`src/rtl/code_loader_pkg.sv`:
```
// code_loader_pkg: shared types and constants for the byte-serial program loader.
//   state_t        - loader FSM states
//   SYNC_BYTE      - frame start marker
//   BYTES_PER_WORD - payload bytes carried per instruction word
//   in_frame()     - true in the states where the inter-byte timeout is armed
package code_loader_pkg;

  typedef enum logic [3:0] {
    IDLE,
    LEN_LO,
    LEN_HI,
    B0,
    B1,
    B2,
    CHK,
    RUN,
    ERROR
  } state_t;

  localparam logic [7:0] SYNC_BYTE      = 8'hA5;
  localparam int         BYTES_PER_WORD = 3;

  function automatic logic in_frame(input state_t s);
    return (s inside {LEN_LO, LEN_HI, B0, B1, B2, CHK});
  endfunction

endpackage

```
`src/rtl/code_loader.sv`:
```
// code_loader: assembles 18-bit instruction words from a framed UART byte
// stream, writes them into code RAM and holds the processor in reset until a
// complete frame with a good checksum has been stored.
// Frame: A5 | LEN_LO LEN_HI | N x (b0 b1 b2) | CHK (XOR of all payload bytes).
// Ports:
//   clock      - single clock, rising edge
//   reset      - asynchronous, active-low
//   rx_valid   - one-cycle strobe qualifying rx_data
//   rx_data    - received byte
//   code_we    - one-cycle code RAM write strobe
//   code_addr  - code RAM write address
//   code_din   - code RAM write data
//   cpu_reset  - active-high processor reset
//   busy       - a frame is being received
//   done       - last frame loaded successfully
//   error      - last frame aborted (bad length, bad checksum or timeout)
module code_loader
  import code_loader_pkg::*;
#(
  parameter int ADDR_SIZE      = 18,
  parameter int WORD_SIZE      = 18,
  parameter int MEM_SIZE       = 1024,
  parameter int TIMEOUT_CYCLES = 100000
) (
  input  logic                 clock,
  input  logic                 reset,
  input  logic                 rx_valid,
  input  logic [7:0]           rx_data,
  output logic                 code_we,
  output logic [ADDR_SIZE-1:0] code_addr,
  output logic [WORD_SIZE-1:0] code_din,
  output logic                 cpu_reset,
  output logic                 busy,
  output logic                 done,
  output logic                 error
);

  // Bits of the last payload byte that land in the word (2 for an 18-bit word).
  localparam int TOP_BITS = WORD_SIZE - 8 * (BYTES_PER_WORD - 1);
  localparam int IDLE_W   = $clog2(TIMEOUT_CYCLES + 1);
  localparam logic [IDLE_W-1:0] IDLE_LAST = IDLE_W'(TIMEOUT_CYCLES - 1);
  // One extra bit so that MEM_SIZE = 65536 would still compare correctly.
  localparam logic [16:0] MEM_LIMIT = 17'(MEM_SIZE);

  state_t             state_reg;
  logic [7:0]         len_lo_reg;
  logic [7:0]         b0_reg;
  logic [7:0]         b1_reg;
  logic [7:0]         chk_reg;
  logic [15:0]        len_reg;
  logic [15:0]        index_reg;
  logic [IDLE_W-1:0]  idle_cnt_reg;

  logic [15:0] len_next;
  logic [15:0] index_next;
  logic        is_sync;
  logic        timeout_hit;

  assign len_next   = {rx_data, len_lo_reg};
  assign index_next = index_reg + 16'd1;
  assign is_sync    = rx_valid && (rx_data == SYNC_BYTE);
  // Fires on the edge where the idle counter would reach TIMEOUT_CYCLES, so
  // error becomes visible in the same cycle the counter does.
  assign timeout_hit = in_frame(state_reg) && !rx_valid && (idle_cnt_reg == IDLE_LAST);

  always_ff @(posedge clock or negedge reset) begin
    if (!reset) begin
      state_reg    <= IDLE;
      len_lo_reg   <= '0;
      b0_reg       <= '0;
      b1_reg       <= '0;
      chk_reg      <= '0;
      len_reg      <= '0;
      index_reg    <= '0;
      idle_cnt_reg <= '0;
      code_we      <= 1'b0;
      code_addr    <= '0;
      code_din     <= '0;
      cpu_reset    <= 1'b1;
      busy         <= 1'b0;
      done         <= 1'b0;
      error        <= 1'b0;
    end else begin
      code_we <= 1'b0;

      if (in_frame(state_reg)) begin
        if (rx_valid) idle_cnt_reg <= '0;
        else          idle_cnt_reg <= idle_cnt_reg + 1'b1;
      end

      if (timeout_hit) begin
        state_reg <= ERROR;
        error     <= 1'b1;
        busy      <= 1'b0;
        cpu_reset <= 1'b1;
      end else begin
        case (state_reg)
          // Outside a frame only SYNC matters. ERROR lasts one cycle but
          // still honours a SYNC arriving in that cycle so no byte is lost.
          IDLE, RUN, ERROR: begin
            if (state_reg == ERROR) state_reg <= IDLE;
            if (is_sync) begin
              state_reg    <= LEN_LO;
              idle_cnt_reg <= '0;
              busy         <= 1'b1;
              cpu_reset    <= 1'b1;
              done         <= 1'b0;
              error        <= 1'b0;
            end
          end

          LEN_LO: begin
            if (rx_valid) begin
              len_lo_reg <= rx_data;
              state_reg  <= LEN_HI;
            end
          end

          LEN_HI: begin
            if (rx_valid) begin
              if ((len_next == 16'd0) || ({1'b0, len_next} > MEM_LIMIT)) begin
                state_reg <= ERROR;
                error     <= 1'b1;
                busy      <= 1'b0;
                cpu_reset <= 1'b1;
              end else begin
                len_reg   <= len_next;
                index_reg <= '0;
                chk_reg   <= '0;
                state_reg <= B0;
              end
            end
          end

          B0: begin
            if (rx_valid) begin
              b0_reg    <= rx_data;
              chk_reg   <= chk_reg ^ rx_data;
              state_reg <= B1;
            end
          end

          B1: begin
            if (rx_valid) begin
              b1_reg    <= rx_data;
              chk_reg   <= chk_reg ^ rx_data;
              state_reg <= B2;
            end
          end

          B2: begin
            if (rx_valid) begin
              // Whole byte enters the checksum even though only the low
              // bits reach the word.
              chk_reg   <= chk_reg ^ rx_data;
              code_we   <= 1'b1;
              code_addr <= ADDR_SIZE'(index_reg);
              code_din  <= {rx_data[TOP_BITS-1:0], b1_reg, b0_reg};
              index_reg <= index_next;
              state_reg <= (index_next == len_reg) ? CHK : B0;
            end
          end

          CHK: begin
            if (rx_valid) begin
              busy <= 1'b0;
              if (rx_data == chk_reg) begin
                state_reg <= RUN;
                cpu_reset <= 1'b0;
                done      <= 1'b1;
              end else begin
                state_reg <= ERROR;
                error     <= 1'b1;
                cpu_reset <= 1'b1;
              end
            end
          end

          default: state_reg <= IDLE;
        endcase
      end
    end
  end

endmodule

```
`config.mk`:
```
export PLATFORM = sky130hd
export DESIGN_NAME = code_loader
export DESIGN_NICKNAME = d
export VERILOG_FILES = /design/src/rtl/code_loader_pkg.sv /design/src/rtl/code_loader.sv
export SDC_FILE = /design/constraint.sdc
export NUM_CORES = 1
export LEC_CHECK = 0
export ABC_AREA = 1
export BUFFER_PORTS_ARGS = -buffer_cell sky130_fd_sc_hd__buf_2
export CORE_ASPECT_RATIO = 0.75
export CORE_MARGIN = 2
export CORE_UTILIZATION = 30
export DETAILED_ROUTE_END_ITERATION = 7
export GPL_ROUTABILITY_DRIVEN = 1
export PLACE_DENSITY = 0.54
export SYNTH_ARGS = -nofsm -noshare
export SYNTH_HDL_FRONTEND = slang
export SYNTH_SLANG_ARGS = --single-unit
```
`constraint.sdc`:
```
create_clock -name clock -period 2.45 [get_ports clock]
set_clock_uncertainty 0.15 [all_clocks]
set_input_delay 0.49 -clock clock [delete_from_list [all_inputs] [get_ports clock]]
set_output_delay 0.49 -clock clock [all_outputs]
set_load 0.01 [all_outputs]
```
### Yosys cells after proc, flatten, opt, wreduce, memory -nomap -nowiden

Cells that the tools add are included.

| operators by class | value |
|---|---|
| add/subtract/negate cells | 2 |
| $mul | 0 |
| div/mod/pow operators | 0 |
| $lt $le $gt $ge | 1 |
| eq/ne operators | 29 |
| shift operators | 0 |
| mux-type cells | 49 |
| bitwise operators | 3 |
| reductions and logical operators | 25 |

Operators with widths:

| kind | count |
|---|---|
| 2-to-1 mux 17 bit | 5 |
| 2-to-1 mux 16 bit | 3 |
| 2-to-1 mux 4 bit | 11 |
| one-hot mux 16 bit (2 select lines) | 1 |
| one-hot mux 4 bit (7 select lines) | 1 |
| 2-to-1 mux 8 bit | 3 |
| inequality test 3 bit, second input constant | 8 |
| AND reduction 5 bit | 4 |
| 2-to-1 mux 1 bit | 19 |
| adder 17 x 1 -> 17 bit, second input constant | 1 |
| == test 17 bit, second input constant | 1 |
| adder 16 x 1 -> 16 bit, second input constant | 1 |
| == test 16 bit | 1 |
| == test 4 x 3 -> 1 bit, second input constant | 4 |
| greater-than comparator 16 x 11 -> 1 bit, second input constant | 1 |
| logical NOT 16 bit | 1 |
| one-hot mux 8 bit (2 select lines) | 1 |
| AND reduction 3 bit | 4 |
| inequality test 2 bit, second input constant | 5 |
| one-hot mux 1 bit (3 select lines) | 3 |
| == test 4 x 2 -> 1 bit, second input constant | 2 |
| == test 8 bit | 1 |
| == test 8 bit, second input constant | 1 |
| bitwise XOR 8 bit | 1 |
| 19 further kinds | 26 |

| word-level totals | value |
|---|---|
| flip-flop bits (word level) | 124 |
| bits in latches | 0 |
| bits in writable memories | 0 |
| bits in read-only memories | 0 |
| input port bits | 11 |
| output and inout port bits | 41 |
| logic and storage cells | 124 |
| memories kept | 0 |

### Longest topological paths before layout

| depth | value |
|---|---|
| depth in word-level cells | 6 |
| depth in mapped cells | 16 |
| gate-level depth less buffers | 16 |

### Worst setup path before layout

Ideal clock, no wire load.

| timing path | value |
|---|---|
| kind | input-to-reg |
| start point | in rx_data[3] |
| end point | reg len_reg[6] |
| setup time | 0.126 ns |
| data arrival time | 1.566 ns |
| data required time | 2.174 ns |
| slack | 0.607 ns |
| stages on the path | 9 |
| path buffers | 1 |
| path through | inv_1 nand2_2 nor3_1 a21oi_1 nor2_2 nand3_2 nor2_2 buf_4 o21ai_0 |

| between the ends | value |
|---|---|
| cells in the longest elaborated chain, start to end | 4 |
| elaborated cells on any way between the ends | 5 |
| classes of those cells | 1 x order compare; 1 x bitwise; 3 x reduce/logical |

RTL lines:

| what | RTL line | text |
|---|---|---|
| start, declared | code_loader.sv:28 | `input logic [7:0] rx_data,` |
| greater-than comparator 16 x 11 -> 1 bit or logical NOT 16 bit (tied branches) | code_loader.sv:121 | `if ((len_next == 16'd0) \|\| ({1'b0, len_next} > MEM_LIMIT)) begin` |
| logical OR 1 bit * | code_loader.sv:121 |  |
| inverter 1 bit (no line) * | -- |  |
| AND reduction 4 bit (no line) * | -- |  |
| end signal, assigned | code_loader.sv:127 | `len_reg <= len_next;` |
| end, declared | code_loader.sv:50 | `logic [15:0] len_reg;` |

Every way passes the cells marked *; elsewhere a longest branch is shown, timed or not.
A chain may end at the register's enable or synchronous reset.

### Worst setup path after layout

| timing path | value |
|---|---|
| start point | reg index_reg[0] |
| end point | reg state_reg[0] |

| between the ends | value |
|---|---|
| cells in the longest elaborated chain, start to end | 6 |

RTL lines:

| what | RTL line | text |
|---|---|---|
| start, declared | code_loader.sv:51 | `logic [15:0] index_reg;` |
| start signal, assigned | code_loader.sv:159 | `index_reg <= index_next;` |
| adder 16 x 1 -> 16 bit | code_loader.sv:60 | `assign index_next = index_reg + 16'd1;` |
| == test 16 bit | code_loader.sv:160 | `state_reg <= (index_next == len_reg) ? CHK : B0;` |
| 2-to-1 mux 3 bit | code_loader.sv:160 |  |
| 2-to-1 mux 4 bit | code_loader.sv:152 | `if (rx_valid) begin` |
| one-hot mux 4 bit (7 select lines) | code_loader.sv:97 | `case (state_reg)` |
| 2-to-1 mux 4 bit | code_loader.sv:91 | `if (timeout_hit) begin` |
| end signal, assigned | code_loader.sv:160 |  |
| end, declared | code_loader.sv:45 | `state_t state_reg;` |

Every way passes these cells. The select of a mux whose other input is x is not followed.

==> impl_metrics.ini <==
[timing]
worst_slack_ns = 0.293
setup_tns_ns = 0
min_period_over_period_pct = 88.0
worst_pin_slew_ns = 0.581
max_freq_mhz = 464
max-slew-margin-rel_pct = 60.8
hold_viol_final = 0
final-max-slew-violation-count = 0
period_minus_slack_ns = 2.16
finalSetupViolCount = 0
rsz0062_at_grt = no

[logic_synthesis]
synth_area_um2 = 6250
synth_area_leaders = dfrtp_1 (49%), nand2_1 (17%), o21ai_0 (5.0%)
yosysSeqAreaShare_pct = 49.7
synth_common_cells = nand2_1 (287), dfrtp_1 (123), inv_1 (75)
ys_ff_latch = 124
ys_dominant_reg_cell = dfrtp_1
yosysMostFrequentCell = nand2_1
synth_top_cell_area_share_pct = 49.3
avgSynthCellArea_um2 = 7.77
ys.warnings.count = 0
yosysUniqueCellTypes = 42
synth_edf_count = 0
async_reset_ff_share_pct = 100
synth_cells = 804
yosysTopAreaCell = dfrtp_1

[power_and_ir_drop]
p_leak_nw = 4.02
p_per_area_nw_per_um2 = 665
ir_drop_uv = 491
power_mw = 5.00

[clocking]
clkTransAtPathRegs_ns = 0.06
cts_buffers = 17
post-cts-setup-buffers = 0
h-tree-depth = 4
cts_tree = done
cts.sinks = 124
cts_buffer_depth = 2
clk_latency_ns = 0.42
cts_root_buf = clkbuf_16

[die]
die_h_um = 129
initial_core_util_pct = 30.7
io_pins = 52
dieArea_um2 = 22000
rows = 45
core_area_um2 = 20300
die_w_um = 171

[global_route]
gr-total-overflow = 0
grt_first_pass_wirelength_mm = 26.5
antenna_found_initial = 0
grt_pass1_vias = 5172
grt_use_total_pct = 15.6
grt_max_degree = 40

[route]
post_drt_wl_per_cell_um = 13.9
routed-via-count = 5369
antenna_left = 0
drt_iter0_drc = 359
avgViaCountPerCell = 4.62
drc = 0
firstDrtPassIters = 5
drt_wl_total_mm = 16.2

[layout]
syn_to_final_growth_pct = 20.4
seqCellArea_um2 = 3100
drive_gt1_share_pct = 15.3
largest_reg_flops = 18
multi_input_area_um2 = 2750
nNetsFinal = 881
fillers = 2128
fin_util_pct = 37.0
diodes = 0

[worst_setup_path]
crit_required_ns = 2.61
critical_path.startpoint_type = flip-flop
startpoint = index_reg[0]$_DFFE_PN0P_
crit_type = reg2reg
end_kind = flip-flop
rr_startpoint = index_reg[0]$_DFFE_PN0P_
cp_max_fo = 8
cp.arrival_ns = 2.32

[run]
max_cap_violations = 0

[min_path]
min_from = rx_data[7]
hp-class = in2reg

[placement]
portBuffers = 49
gp_congestion = 0.837
dpl.hpwl_mm = 11.8
pre_cts_ws_ns = 0.253

[status]
outcome = finished, final reports clean
-- power breakdown --
part,internal [mW],switching (mW)
Sequential,2.08,0.0250
Clock,1.77,0.938
Combinational,0.0580,0.124
Total,3.91,1.09
-- cell usage in the layout (no fill, tap or decap), types with 2 or more instances in the layout --
cell	instances
nand2_1	287
dfrtp_1	123
inv_1	75
nor2_1	63
o21ai_0	62
nand3_1	49
buf_2	48
nand4_1	21
clkbuf_16	17
nor2_2	14
o22ai_1	13
xor2_1	11
buf_4	11
a21oi_1	9
inv_2	7
nand2_2	6
clkinv_2	5
nor2_4	4
nor3_1	4
bufinv_16	4
nor4_1	3
o21ai_1	3
a22oi_1	3
nand3b_1	3
clkbuf_8	3
clkinvlp_4	3
o211ai_1	2
o21bai_1	2
a32oi_1	2
a211oi_1	2
or2_2	2
a21oi_2	2
ha_1	2
conb_1	2
buf_12	2
-- logic make-up after synthesis --
| group | after synthesis | share of synthesized area [%] |
|---|---|---|
| compound gates | 100 | 8.87 |
| xor+xnor | 13 | 2.06 |
| fa+ha+maj | 2 | 0.400 |
| buf+inv | 101 | 6.43 |
| flops | 124 | 49.7 |
| other cells | 1 | 0.0600 |
| simple gates | 463 | 32.5 |
-- cell type report --
type,instances,share of cell area [%]
Sequential cell,124,41.3
Multi-Input combinational cell,580,36.5
Clock buffer,20,6.20
Timing Repair Buffer,62,4.96
Tap cell,282,4.69
Inverter,83,4.17
Clock inverter,12,2.23
-- worst paths after layout --
path	endpoint	slack, ns	cells past startpoint
worst max register to register	state_reg[0]$_DFFE_PN0P_	0.29	14
worst max-delay path	state_reg[0]$_DFFE_PN0P_	0.29	14
max in group asynchronous	cpu_reset$_DFFE_PN1P_	1.06	3
worst min-delay path	chk_reg[7]$_DFFE_PN0P_	0.24	4
worst min register to register	code_din[13]$_DFFE_PN0P_	0.31	2
min in group asynchronous	code_addr[0]$_DFFE_PN0P_	0.44	2
-- critical path: stages, from the launching register on --
cell and delay (ns):
dfrtp_1 0.41, ha_1 0.21, nand2_1 0.13, nor2_4 0.22, nand4_1 0.16, nand2_1 0.13
nand2_1 0.05, nand2_1 0.05, nand2_1 0.11, nor2_1 0.12, nand3_1 0.08, nand2_1 0.07
nand2_1 0.04, nand2_1 0.05, nand2_1 0.05
-- timing repair --
| item | 4_1_cts | 5_1_grt |
|---|---|---|
| endpoints found under the hold margin | 35 | 0 |
| hold buffers | 1 | 0 |
| gates resized for setup | 0 | 0 |
-- per-stage QoR --
stage	cell area [µm²]	hold WS, ns	std cells
after CTS	7520	0.228	1163
after global placement	6880	0.300	1130
after detailed placement	6880	0.304	1130
after global routing	7520	0.257	1163
final	7520	0.236	1163
after floorplan	6250	0.0444	805
-- layer usage --
| layer | track usage (%) | vias up | part of all wire, % |
|---|---|---|---|
| met5 | 0 | - | 0 |
| met4 | 4.73 | 0 | 1.1 |
| met3 | 4.00 | 15 | 4.5 |
| met2 | 21.1 | 113 | 39 |
| met1 | 24.1 | 2514 | 55 |
| li1 | - | 2727 | - |
Power figures use the tool's default switching activity.
